**config.mk**
```make
export PLATFORM = sky130hd
export DESIGN_NAME = change_dispenser_flat
export DESIGN_NICKNAME = d
export VERILOG_FILES = /design/src/rtl/change_dispenser_if.sv /design/src/rtl/change_dispenser.sv /design/src/flat_wrapper.sv
export SDC_FILE = /design/constraint.sdc
export NUM_CORES = 1
export LEC_CHECK = 0
export BUFFER_PORTS_ARGS = -buffer_cell sky130_fd_sc_hd__buf_2
export CAP_MARGIN = 20
export CORE_ASPECT_RATIO = 1.5
export CORE_MARGIN = 2
export CORE_UTILIZATION = 39
export DETAILED_ROUTE_END_ITERATION = 10
export MAX_ROUTING_LAYER = met4
export PLACE_DENSITY_LB_ADDON = 0.2
export SETUP_SLACK_MARGIN = 0.2
export SLEW_MARGIN = 10
export SYNTH_ARGS = -nofsm -noshare
export SYNTH_HDL_FRONTEND = slang
export SYNTH_SLANG_ARGS = --single-unit
export TNS_END_PERCENT = 5
```
**constraint.sdc**
```tcl
create_clock -name clk -period 2.35 [get_ports clk]
set_input_delay 0.235 -clock clk [delete_from_list [all_inputs] [get_ports clk]]
set_output_delay 0.235 -clock clk [all_outputs]
set_load 0.02 [all_outputs]
```
**src/rtl/change_dispenser_if.sv**
```systemverilog
// Coin-payout bus between a vending controller and the change dispenser.
// Coin fields use the acceptor's one-hot encoding: bit0 = 1 zl, bit1 = 2 zl, bit2 = 5 zl.
interface change_dispenser_if #(
    parameter int AMOUNT_W = 8
);
    logic                start;
    logic [AMOUNT_W-1:0] amount;
    logic [2:0]          hopper_empty;
    logic                coin_ack;
    logic [2:0]          coin_out;
    logic                busy;
    logic                done;
    logic                error;
    logic [AMOUNT_W-1:0] paid;
    logic [AMOUNT_W-1:0] remaining;

    modport master (
        output start, amount, hopper_empty, coin_ack,
        input  coin_out, busy, done, error, paid, remaining
    );

    modport slave (
        input  start, amount, hopper_empty, coin_ack,
        output coin_out, busy, done, error, paid, remaining
    );
endinterface

```
**src/rtl/change_dispenser.sv**
```systemverilog
// Change dispenser: pays a zl amount greedily from a 5/2/1 zl hopper, confirming each
// coin on the coin-passed sensor and retiring tubes that never report a coin.
module change_dispenser #(
    parameter int AMOUNT_W     = 8,
    parameter int PULSE_CYCLES = 4,
    parameter int GAP_CYCLES   = 2,
    parameter int ACK_TIMEOUT  = 255
) (
    input  logic                clk,
    input  logic                reset,
    change_dispenser_if.slave   bus
);
    localparam int CNT_W = 16;

    typedef enum logic [2:0] {
        S_IDLE, S_SELECT, S_EJECT, S_WAIT_ACK, S_GAP, S_FIN, S_FAULT
    } state_t;

    state_t              r_state;
    state_t              w_next;
    logic [CNT_W-1:0]    r_cnt;
    logic [CNT_W-1:0]    w_cnt_next;
    logic [2:0]          r_den;
    logic [2:0]          w_den_next;
    logic [2:0]          r_jam;
    logic                w_jam_set;
    logic                r_acked;
    logic                r_ack_d;
    logic [2:0]          r_coin_out;
    logic                r_busy;
    logic                r_done;
    logic                r_error;
    logic [AMOUNT_W-1:0] r_paid;
    logic [AMOUNT_W-1:0] r_remaining;
    logic                w_ok5;
    logic                w_ok2;
    logic                w_ok1;
    logic [2:0]          w_choice;
    logic                w_ack_take;
    logic                w_start_take;

    function automatic logic [AMOUNT_W-1:0] den_value(input logic [2:0] oh);
        case (oh)
            3'b100:  den_value = AMOUNT_W'(5);
            3'b010:  den_value = AMOUNT_W'(2);
            3'b001:  den_value = AMOUNT_W'(1);
            default: den_value = {AMOUNT_W{1'b0}};
        endcase
    endfunction

    // Largest coin that fits the debt from a tube that is neither empty nor jammed.
    assign w_ok5    = !bus.hopper_empty[2] && !r_jam[2] && (r_remaining >= AMOUNT_W'(5));
    assign w_ok2    = !bus.hopper_empty[1] && !r_jam[1] && (r_remaining >= AMOUNT_W'(2));
    assign w_ok1    = !bus.hopper_empty[0] && !r_jam[0] && (r_remaining >= AMOUNT_W'(1));
    assign w_choice = w_ok5 ? 3'b100 : (w_ok2 ? 3'b010 : (w_ok1 ? 3'b001 : 3'b000));

    // Only the first rising sensor edge per coin counts, and only while a coin is in flight.
    assign w_ack_take   = ((r_state == S_EJECT) || (r_state == S_WAIT_ACK)) &&
                          bus.coin_ack && !r_ack_d && !r_acked;
    assign w_start_take = (r_state == S_IDLE) && bus.start;
    assign w_den_next   = (r_state == S_SELECT) ? w_choice : r_den;

    // Next-state and phase-counter logic.
    always_comb begin
        w_next     = r_state;
        w_cnt_next = r_cnt;
        w_jam_set  = 1'b0;
        case (r_state)
            S_IDLE: begin
                w_cnt_next = {CNT_W{1'b0}};
                if (bus.start) begin
                    if (bus.amount == {AMOUNT_W{1'b0}}) w_next = S_FIN;
                    else                                w_next = S_SELECT;
                end else begin
                    w_next = S_IDLE;
                end
            end
            S_SELECT: begin
                w_cnt_next = {CNT_W{1'b0}};
                if (w_choice != 3'b000) w_next = S_EJECT;
                else                    w_next = S_FAULT;
            end
            S_EJECT: begin
                if (r_cnt == CNT_W'(PULSE_CYCLES - 1)) begin
                    w_cnt_next = {CNT_W{1'b0}};
                    if (r_acked || w_ack_take) w_next = S_GAP;
                    else                       w_next = S_WAIT_ACK;
                end else begin
                    w_cnt_next = r_cnt + 16'd1;
                end
            end
            S_WAIT_ACK: begin
                if (w_ack_take) begin
                    w_next     = S_GAP;
                    w_cnt_next = {CNT_W{1'b0}};
                end else if (r_cnt == CNT_W'(ACK_TIMEOUT - 1)) begin
                    w_next     = S_SELECT;
                    w_cnt_next = {CNT_W{1'b0}};
                    w_jam_set  = 1'b1;
                end else begin
                    w_cnt_next = r_cnt + 16'd1;
                end
            end
            S_GAP: begin
                if (r_cnt == CNT_W'(GAP_CYCLES - 1)) begin
                    w_cnt_next = {CNT_W{1'b0}};
                    if (r_remaining == {AMOUNT_W{1'b0}}) w_next = S_FIN;
                    else                                 w_next = S_SELECT;
                end else begin
                    w_cnt_next = r_cnt + 16'd1;
                end
            end
            S_FIN:   w_next = S_IDLE;
            S_FAULT: w_next = S_IDLE;
            default: begin
                w_next     = S_IDLE;
                w_cnt_next = {CNT_W{1'b0}};
            end
        endcase
    end

    // State and phase-counter registers.
    always_ff @(posedge clk or negedge reset) begin
        if (!reset) begin
            r_state <= S_IDLE;
            r_cnt   <= {CNT_W{1'b0}};
        end else begin
            r_state <= w_next;
            r_cnt   <= w_cnt_next;
        end
    end

    // Tally, jam mask and registered outputs; done/error/busy trail the FIN/FAULT state by a cycle.
    always_ff @(posedge clk or negedge reset) begin
        if (!reset) begin
            r_den       <= 3'b000;
            r_jam       <= 3'b000;
            r_acked     <= 1'b0;
            r_ack_d     <= 1'b0;
            r_coin_out  <= 3'b000;
            r_busy      <= 1'b0;
            r_done      <= 1'b0;
            r_error     <= 1'b0;
            r_paid      <= {AMOUNT_W{1'b0}};
            r_remaining <= {AMOUNT_W{1'b0}};
        end else begin
            r_ack_d    <= bus.coin_ack;
            r_den      <= w_den_next;
            r_coin_out <= (w_next == S_EJECT) ? w_den_next : 3'b000;
            r_done     <= (r_state == S_FIN) || (r_state == S_FAULT);
            if (r_state == S_SELECT) r_acked <= 1'b0;
            else if (w_ack_take)     r_acked <= 1'b1;
            else                     r_acked <= r_acked;
            if (w_start_take) begin
                r_remaining <= bus.amount;
                r_paid      <= {AMOUNT_W{1'b0}};
                r_error     <= 1'b0;
                r_jam       <= 3'b000;
                r_busy      <= 1'b1;
            end else begin
                if (w_ack_take) begin
                    r_remaining <= r_remaining - den_value(r_den);
                    r_paid      <= r_paid + den_value(r_den);
                end
                if (w_jam_set)            r_jam   <= r_jam | r_den;
                if (r_state == S_FAULT)   r_error <= 1'b1;
                if (r_done)               r_busy  <= 1'b0;
            end
        end
    end

    assign bus.coin_out  = r_coin_out;
    assign bus.busy      = r_busy;
    assign bus.done      = r_done;
    assign bus.error     = r_error;
    assign bus.paid      = r_paid;
    assign bus.remaining = r_remaining;
endmodule

```
**src/flat_wrapper.sv**
```systemverilog
// flat-port wrapper written by rule: the top's interface ports become plain ports
module change_dispenser_flat 
#(
    parameter int AMOUNT_W     = 8,
    parameter int PULSE_CYCLES = 4,
    parameter int GAP_CYCLES   = 2,
    parameter int ACK_TIMEOUT  = 255
)
  (clk, reset, bus_start, bus_amount, bus_hopper_empty, bus_coin_ack, bus_coin_out, bus_busy, bus_done, bus_error, bus_paid, bus_remaining);
  change_dispenser_if #(.AMOUNT_W(AMOUNT_W)) bus_i ();
  input  logic clk;
  input  logic reset;
  input wire logic [$bits(bus_i.start)-1:0] bus_start;
  input wire logic [$bits(bus_i.amount)-1:0] bus_amount;
  input wire logic [$bits(bus_i.hopper_empty)-1:0] bus_hopper_empty;
  input wire logic [$bits(bus_i.coin_ack)-1:0] bus_coin_ack;
  output wire logic [$bits(bus_i.coin_out)-1:0] bus_coin_out;
  output wire logic [$bits(bus_i.busy)-1:0] bus_busy;
  output wire logic [$bits(bus_i.done)-1:0] bus_done;
  output wire logic [$bits(bus_i.error)-1:0] bus_error;
  output wire logic [$bits(bus_i.paid)-1:0] bus_paid;
  output wire logic [$bits(bus_i.remaining)-1:0] bus_remaining;
  assign bus_i.start = bus_start;
  assign bus_i.amount = bus_amount;
  assign bus_i.hopper_empty = bus_hopper_empty;
  assign bus_i.coin_ack = bus_coin_ack;
  assign bus_coin_out = bus_i.coin_out;
  assign bus_busy = bus_i.busy;
  assign bus_done = bus_i.done;
  assign bus_error = bus_i.error;
  assign bus_paid = bus_i.paid;
  assign bus_remaining = bus_i.remaining;
  change_dispenser #(.AMOUNT_W(AMOUNT_W), .PULSE_CYCLES(PULSE_CYCLES), .GAP_CYCLES(GAP_CYCLES), .ACK_TIMEOUT(ACK_TIMEOUT)) u_core (.clk(clk), .reset(reset), .bus(bus_i));
endmodule
```
# Yosys cells after proc, flatten, opt, wreduce, memory -nomap -nowiden
# Cells that the tools add are included.
[word_totals]
ff_bits = 49
wordCells = 101
out_inout_bits = 22
[op_classes]
n_eq_ne = 13
n_mux = 38
bitwise = 1
n_reduce_logical = 31
n_addsub = 3
n_lt_le_gt_ge = 3
[ops]
columns = ["cell", "count"]
rows = [
  ["16-bit two-way mux", 4],
  ["16-bit case mux with 4 select lines", 1],
  ["8-bit two-way mux", 6],
  ["3-bit two-way mux", 15],
  ["16-bit by 1-bit adder with 16-bit output (second input constant)", 1],
  ["16-bit by 1-bit == test with 1-bit output (second input constant)", 1],
  ["16-bit by 2-bit == test with 1-bit output (second input constant)", 1],
  ["16-bit by 8-bit == test with 1-bit output (second input constant)", 1],
  ["8-bit zero test", 2],
  ["3-bit case mux with 5 select lines", 1],
  ["3-bit by 2-bit == test with 1-bit output (second input constant)", 4],
  ["3-bit == test (second input constant)", 4],
  ["1-bit logical AND", 10],
  ["1-bit two-way mux", 10],
  ["2-bit nonzero test", 5],
  ["3-bit case mux with 3 select lines", 1],
  ["8-bit adder", 1],
  ["8-bit by 1-bit greater-or-equal comparator with 1-bit output (second input constant)", 1],
  ["8-bit by 2-bit greater-or-equal comparator with 1-bit output (second input constant)", 1],
  ["8-bit by 3-bit greater-or-equal comparator with 1-bit output (second input constant)", 1],
  ["1-bit zero test", 8],
  ["8-bit subtractor", 1],
  ["3-bit by 1-bit == test with 1-bit output (second input constant)", 2],
  ["3-bit zero test", 1],
  ["4 further kinds", 6],
]

# Longest topological paths before layout
[logic_depth]
ltp_word = 11
mapped_depth = 9
ltp_nobuf = 9

# Worst setup path after synthesis
# No wires, ideal clock.
[synth_timing]
kind = "register to register"
from = "register u_core.r_den[1]"
to = "register u_core.r_remaining[5], in the netlist u_core.bus.remaining[5]"
setup_ps = 126
stages_incl_launch_ff = 7
required_ps = 2224
slack_ps = 234
arrival_time_ps = 1990
period_less_slack_ps = 2116
path_buffers = 0
cell_sequence = "dfrtp_1 -> or3b_2 -> ha_1 -> nor3_1 -> nand3b_1 -> o211a_1 -> a221o_1"
[synth_between]
elab_chain_cells = 7
[synth_rtl]
columns = ["element", "line", "rtl"]
rows = [
  ["start, declared", "change_dispenser.sv:23", "logic [2:0] r_den;"],
  ["start signal, assigned", "change_dispenser.sv:148", "r_den <= w_den_next;"],
  ["3-bit by 1-bit == test with 1-bit output (tied with other cells)", "change_dispenser.sv:43", "case (oh)"],
  ["3-bit case mux with 3 select lines (*)", "change_dispenser.sv:43", ""],
  ["8-bit two-way mux (*)", "change_dispenser.sv:161", "if (w_ack_take) begin"],
  ["8-bit two-way mux (*)", "change_dispenser.sv:154", "if (w_start_take) begin"],
  ["8-bit subtractor (*)", "change_dispenser.sv:162", "r_remaining <= r_remaining - den_value(r_den);"],
  ["8-bit two-way mux (*)", "change_dispenser.sv:161", ""],
  ["8-bit two-way mux (*)", "change_dispenser.sv:154", ""],
  ["end signal, assigned", "change_dispenser.sv:145", "r_remaining <= {AMOUNT_W{1'b0}};"],
  ["end signal, assigned", "change_dispenser.sv:155", "r_remaining <= bus.amount;"],
  ["end signal, assigned", "change_dispenser.sv:162", ""],
  ["end, declared", "change_dispenser.sv:34", "logic [AMOUNT_W-1:0] r_remaining;"],
]
# Every way passes the cells marked *; elsewhere a longest branch is shown, timed or not. The select of a mux whose other input is x is not followed.
# A chain may end at the register's enable or synchronous reset.

# Worst setup path in the final report
[layout_timing]
from = "register u_core.r_cnt[8]"
to = "register u_core.r_coin_out[1], in the netlist u_core.bus.coin_out[1]"
[layout_between]
elab_chain_cells = 6
[layout_rtl]
columns = ["element", "line", "rtl"]
rows = [
  ["start, declared", "change_dispenser.sv:21", "logic [CNT_W-1:0] r_cnt;"],
  ["start signal, assigned", "change_dispenser.sv:126", "r_cnt <= {CNT_W{1'b0}};"],
  ["start signal, assigned", "change_dispenser.sv:129", "r_cnt <= w_cnt_next;"],
  ["16-bit by 8-bit == test with 1-bit output", "change_dispenser.sv:96", "end else if (r_cnt == CNT_W'(ACK_TIMEOUT - 1)) begin"],
  ["3-bit two-way mux", "change_dispenser.sv:96", ""],
  ["3-bit two-way mux", "change_dispenser.sv:93", "if (w_ack_take) begin"],
  ["3-bit case mux with 5 select lines (*)", "change_dispenser.sv:68", "case (r_state)"],
  ["named net u_core.w_next[0]", "change_dispenser.sv:20", "state_t w_next;"],
  ["3-bit by 2-bit == test with 1-bit output (*)", "change_dispenser.sv:149", "r_coin_out <= (w_next == S_EJECT) ? w_den_next : 3'b000;"],
  ["3-bit two-way mux (*)", "change_dispenser.sv:149", ""],
  ["end signal, assigned", "change_dispenser.sv:149", ""],
  ["end, declared", "change_dispenser.sv:29", "logic [2:0] r_coin_out;"],
]
# Mark *: on every way through the listed nets, which the timed path passes. The rest lies on a longest branch.

==> out/results.ini <==
[timing]
worst_pin_slew_ns=0.7921
maxSlewHeadroom_pct=46.63
setup_viol=0
clock_skew_ns=0.006887
layout_setup_ws_ns=0.1637
finalCritPeriodShare_pct=93.04
slew_violations=0
min_period_ns=2.186
max_freq_mhz=457.4
hold_viol=0
setup_tns_ns=0
rsz0062_at_grt=true

[synth]
synth_top_family_by_area=simple AND/OR/NAND/NOR gates
syn_area_per_cell_um2=9.489
synth_xor_area_share_pct=6.455
synth_flop_cell=dfrtp_1
synthMuxAreaShare_pct=0.4149
synth-simple-area-share_pct=27.25
ys_warn_count=0
synth_compound_area_share_pct=12.45
seq_area_frac_synth_pct=45.18
synthAdderAreaFrac_pct=5.625
ys_types=49
syn_area_um2=2714
synth_enable_flop_cells=0
synth_nets=312
ys_async_sr_fraction_pct=100.0
synth_top_area_share_pct=45.18
ys_seq_elements=49
synth_top_cell_by_area=dfrtp_1
syn_inst=286
synth_area_leaders=dfrtp_1 (45%), nor2_1 (5.3%), xnor2_1 (4.5%)

[pwr]
p_per_area_nw_per_um2=1120
design_power_total_mw=3.652
irDropWorstVdd_uv=515.2
power_leakage_nw=1.575

[layout]
antenna_cells=0
fin_cells=420
area_growth_pct=20.15
seqCellArea_um2=1226
multi_input_area_um2=1474
num-fill-cells=685
utilization_pct=47.91
drive_gt1_share_pct=23.10
final_net_count=367

[routing]
wl_um=6451
vias=2290
ant_nets=0
drc=0
routed_via_density=5.452
drt-initial-drc-count=78
dr.pass1.iters=4
route.detailed.wl_per_inst_um=15.36

[hold_path]
hold_path_class=in2async

[worst_setup_path]
worst_r2r_endpoint=u_core.bus.coin_out[1]
end_kind=flip-flop
slowest_delay_ns=0.56
reg2regPathDepth=5
path_cells=or4_4 -> or4_4 -> o311ai_4 -> a2111oi_4 -> and2_1
critPathLaunchType=flip-flop
cp_max_fo=3
rr_startpoint=u_core.r_cnt[8]
arrival_ns=2.39
required_ns=2.55
criticalPathCategory=reg2reg
path_common_cell=or4_4
r2r_setup_slack_ns=0.16
cpMaxStageDelayCell=or4_4

[placement]
place_congestion=0.8248
dp_hpwl_um=4800
io_buffers=36
dp_cells=407
dp_slack_ns=0.1171

[cts]
clk_root_buffer_cell=clkbuf_8
tritoncts=yes
cts_buffers=5
ctsHoldBuffers=0
htree_levels=2
clkTransAtPathRegs_ns=0.10
clk_latency_ns=0.31
clockBufferDepth=2
clock-sinks=49

[floorplan]
dieArea_um2=7656
row_count=37
die_x_um=72.11
core_um2=6805
fp.dieH_um=106.2
initial_core_util_pct=39.88
ios=37

[global_route]
grt_max_degree=50
grt_busiest_layer=met2
grt_overflow=0
grt_pass1_wl_um=10990
gr-usage-met1_pct=20.21
grt_use_total_pct=18.59
grt_pass1_vias=2374
antenna_found_initial=0
grt_util_met2_pct=34.08
grtUsageMet3_pct=2.464

[run_status]
status=complete, no violations

[run]
maxCapViolCount=0

Yosys cell counts (all sizes together), types with 2 or more instances:
cell and number:
dfrtp 49, nor2 38, nand2 23, nand3 17, a21oi 16, o21ai 14, xnor2 14, inv 10
nor3 10, ha 9, clkbuf 6, xor2 6, nor2b 5, and2 4, and3 4, nand2b 4
nand4 4, nor3b 4, nor4 4, or3 4, or4 4, a221o 3, a311oi 3, and3b 3
and4 3, a211o 2, fa 2, o211a 2, or2 2, or3b 2
report_power, final:
part / internal (mW) / switching [mW]
logic: 0.787 / 1.07
registers: 1.04 / 0.238
clock network: 0.212 / 0.299
total: 2.04 / 1.61
cells in the final DEF, fill, tap and decap left out, types with 8 or more instances in the layout:
| master | count |
|---|---|
| a21oi_1 | 15 |
| buf_2 | 36 |
| buf_4 | 18 |
| dfrtp_1 | 49 |
| ha_1 | 9 |
| inv_1 | 10 |
| nand2_1 | 23 |
| nand3_1 | 17 |
| nor2_1 | 38 |
| nor3_1 | 8 |
| o21ai_0 | 13 |
| xnor2_1 | 14 |
state kept, by name, indices dropped and copies added (netlist names):
| register | cells |
|---|---|
| u_core.bus.paid | 8 |
| u_core.r_ack_d | 1 |
| u_core.bus.done | 1 |
| u_core.r_cnt | 16 |
| u_core.bus.remaining | 8 |
| u_core.bus.error | 1 |
| u_core.r_den | 3 |
| u_core.r_acked | 1 |
| u_core.bus.busy | 1 |
| u_core.r_jam | 3 |
| u_core.r_state | 3 |
| u_core.bus.coin_out | 3 |
critical path, delay by kind of cell (launching register included):
kind	cells	cell delay, ns
flops	1	0.40
compound gates	2	0.41
simple gates	3	1.28
area by class of cell:
class / instances / share of cell area (%)
timing repair buffer: 55 / 10.28
multi-input combinational: 220 / 45.20
clock buffer: 5 / 2.111
tap: 78 / 2.993
clock inverter: 3 / 0.6523
inverter: 10 / 1.151
sequential: 49 / 37.61
worst max-delay path by stage:
stage / start / endpoint / slack (ns) / cells past startpoint
after floorplan: u_core.r_den[1] / u_core.bus.remaining[5] / 0.23 / 6
after global placement: u_core.r_cnt[13] / u_core.bus.coin_out[0] / 0.16 / 5
after detailed placement: u_core.r_cnt[9] / u_core.r_cnt[5] / 0.12 / 6
after CTS: u_core.r_cnt[8] / u_core.bus.coin_out[1] / 0.17 / 5
after global routing: u_core.r_cnt[12] / u_core.r_cnt[5] / 0.09 / 6
final: u_core.r_cnt[8] / u_core.bus.coin_out[1] / 0.16 / 5
kinds of logic (layout without fill, tap and decap cells):
| logic type | after synthesis | count (layout) |
|---|---|---|
| fa+ha+maj | 11 | 11 |
| buf+inv | 17 | 73 |
| compound gates | 50 | 50 |
| flops | 49 | 49 |
| simple gates | 138 | 138 |
| xor+xnor | 20 | 20 |
| mux | 1 | 1 |
metal layers:
layer | up-vias | wire, µm
li1 | 1124 | -
met1 | 1112 | 2522
met2 | 44 | 3626
met3 | 10 | 207
met4 | 0 | 95
met5 | - | 0
metrics by stage:
step	area (µm²)	hold slack [ns]
after floorplan	2714	-0.06059
after global placement	3080	0.3778
after detailed placement	3080	0.3820
after CTS	3261	0.04193
after global routing	3261	0.06940
final	3261	0.01905
timing repair:
action	CTS	global route
gates resized for setup	9	1
setup endpoints to repair	21	25
pin swaps	7	1
endpoints found under the hold margin	0	0
buffers inserted	5	0
Power figures use the tool's default switching activity.
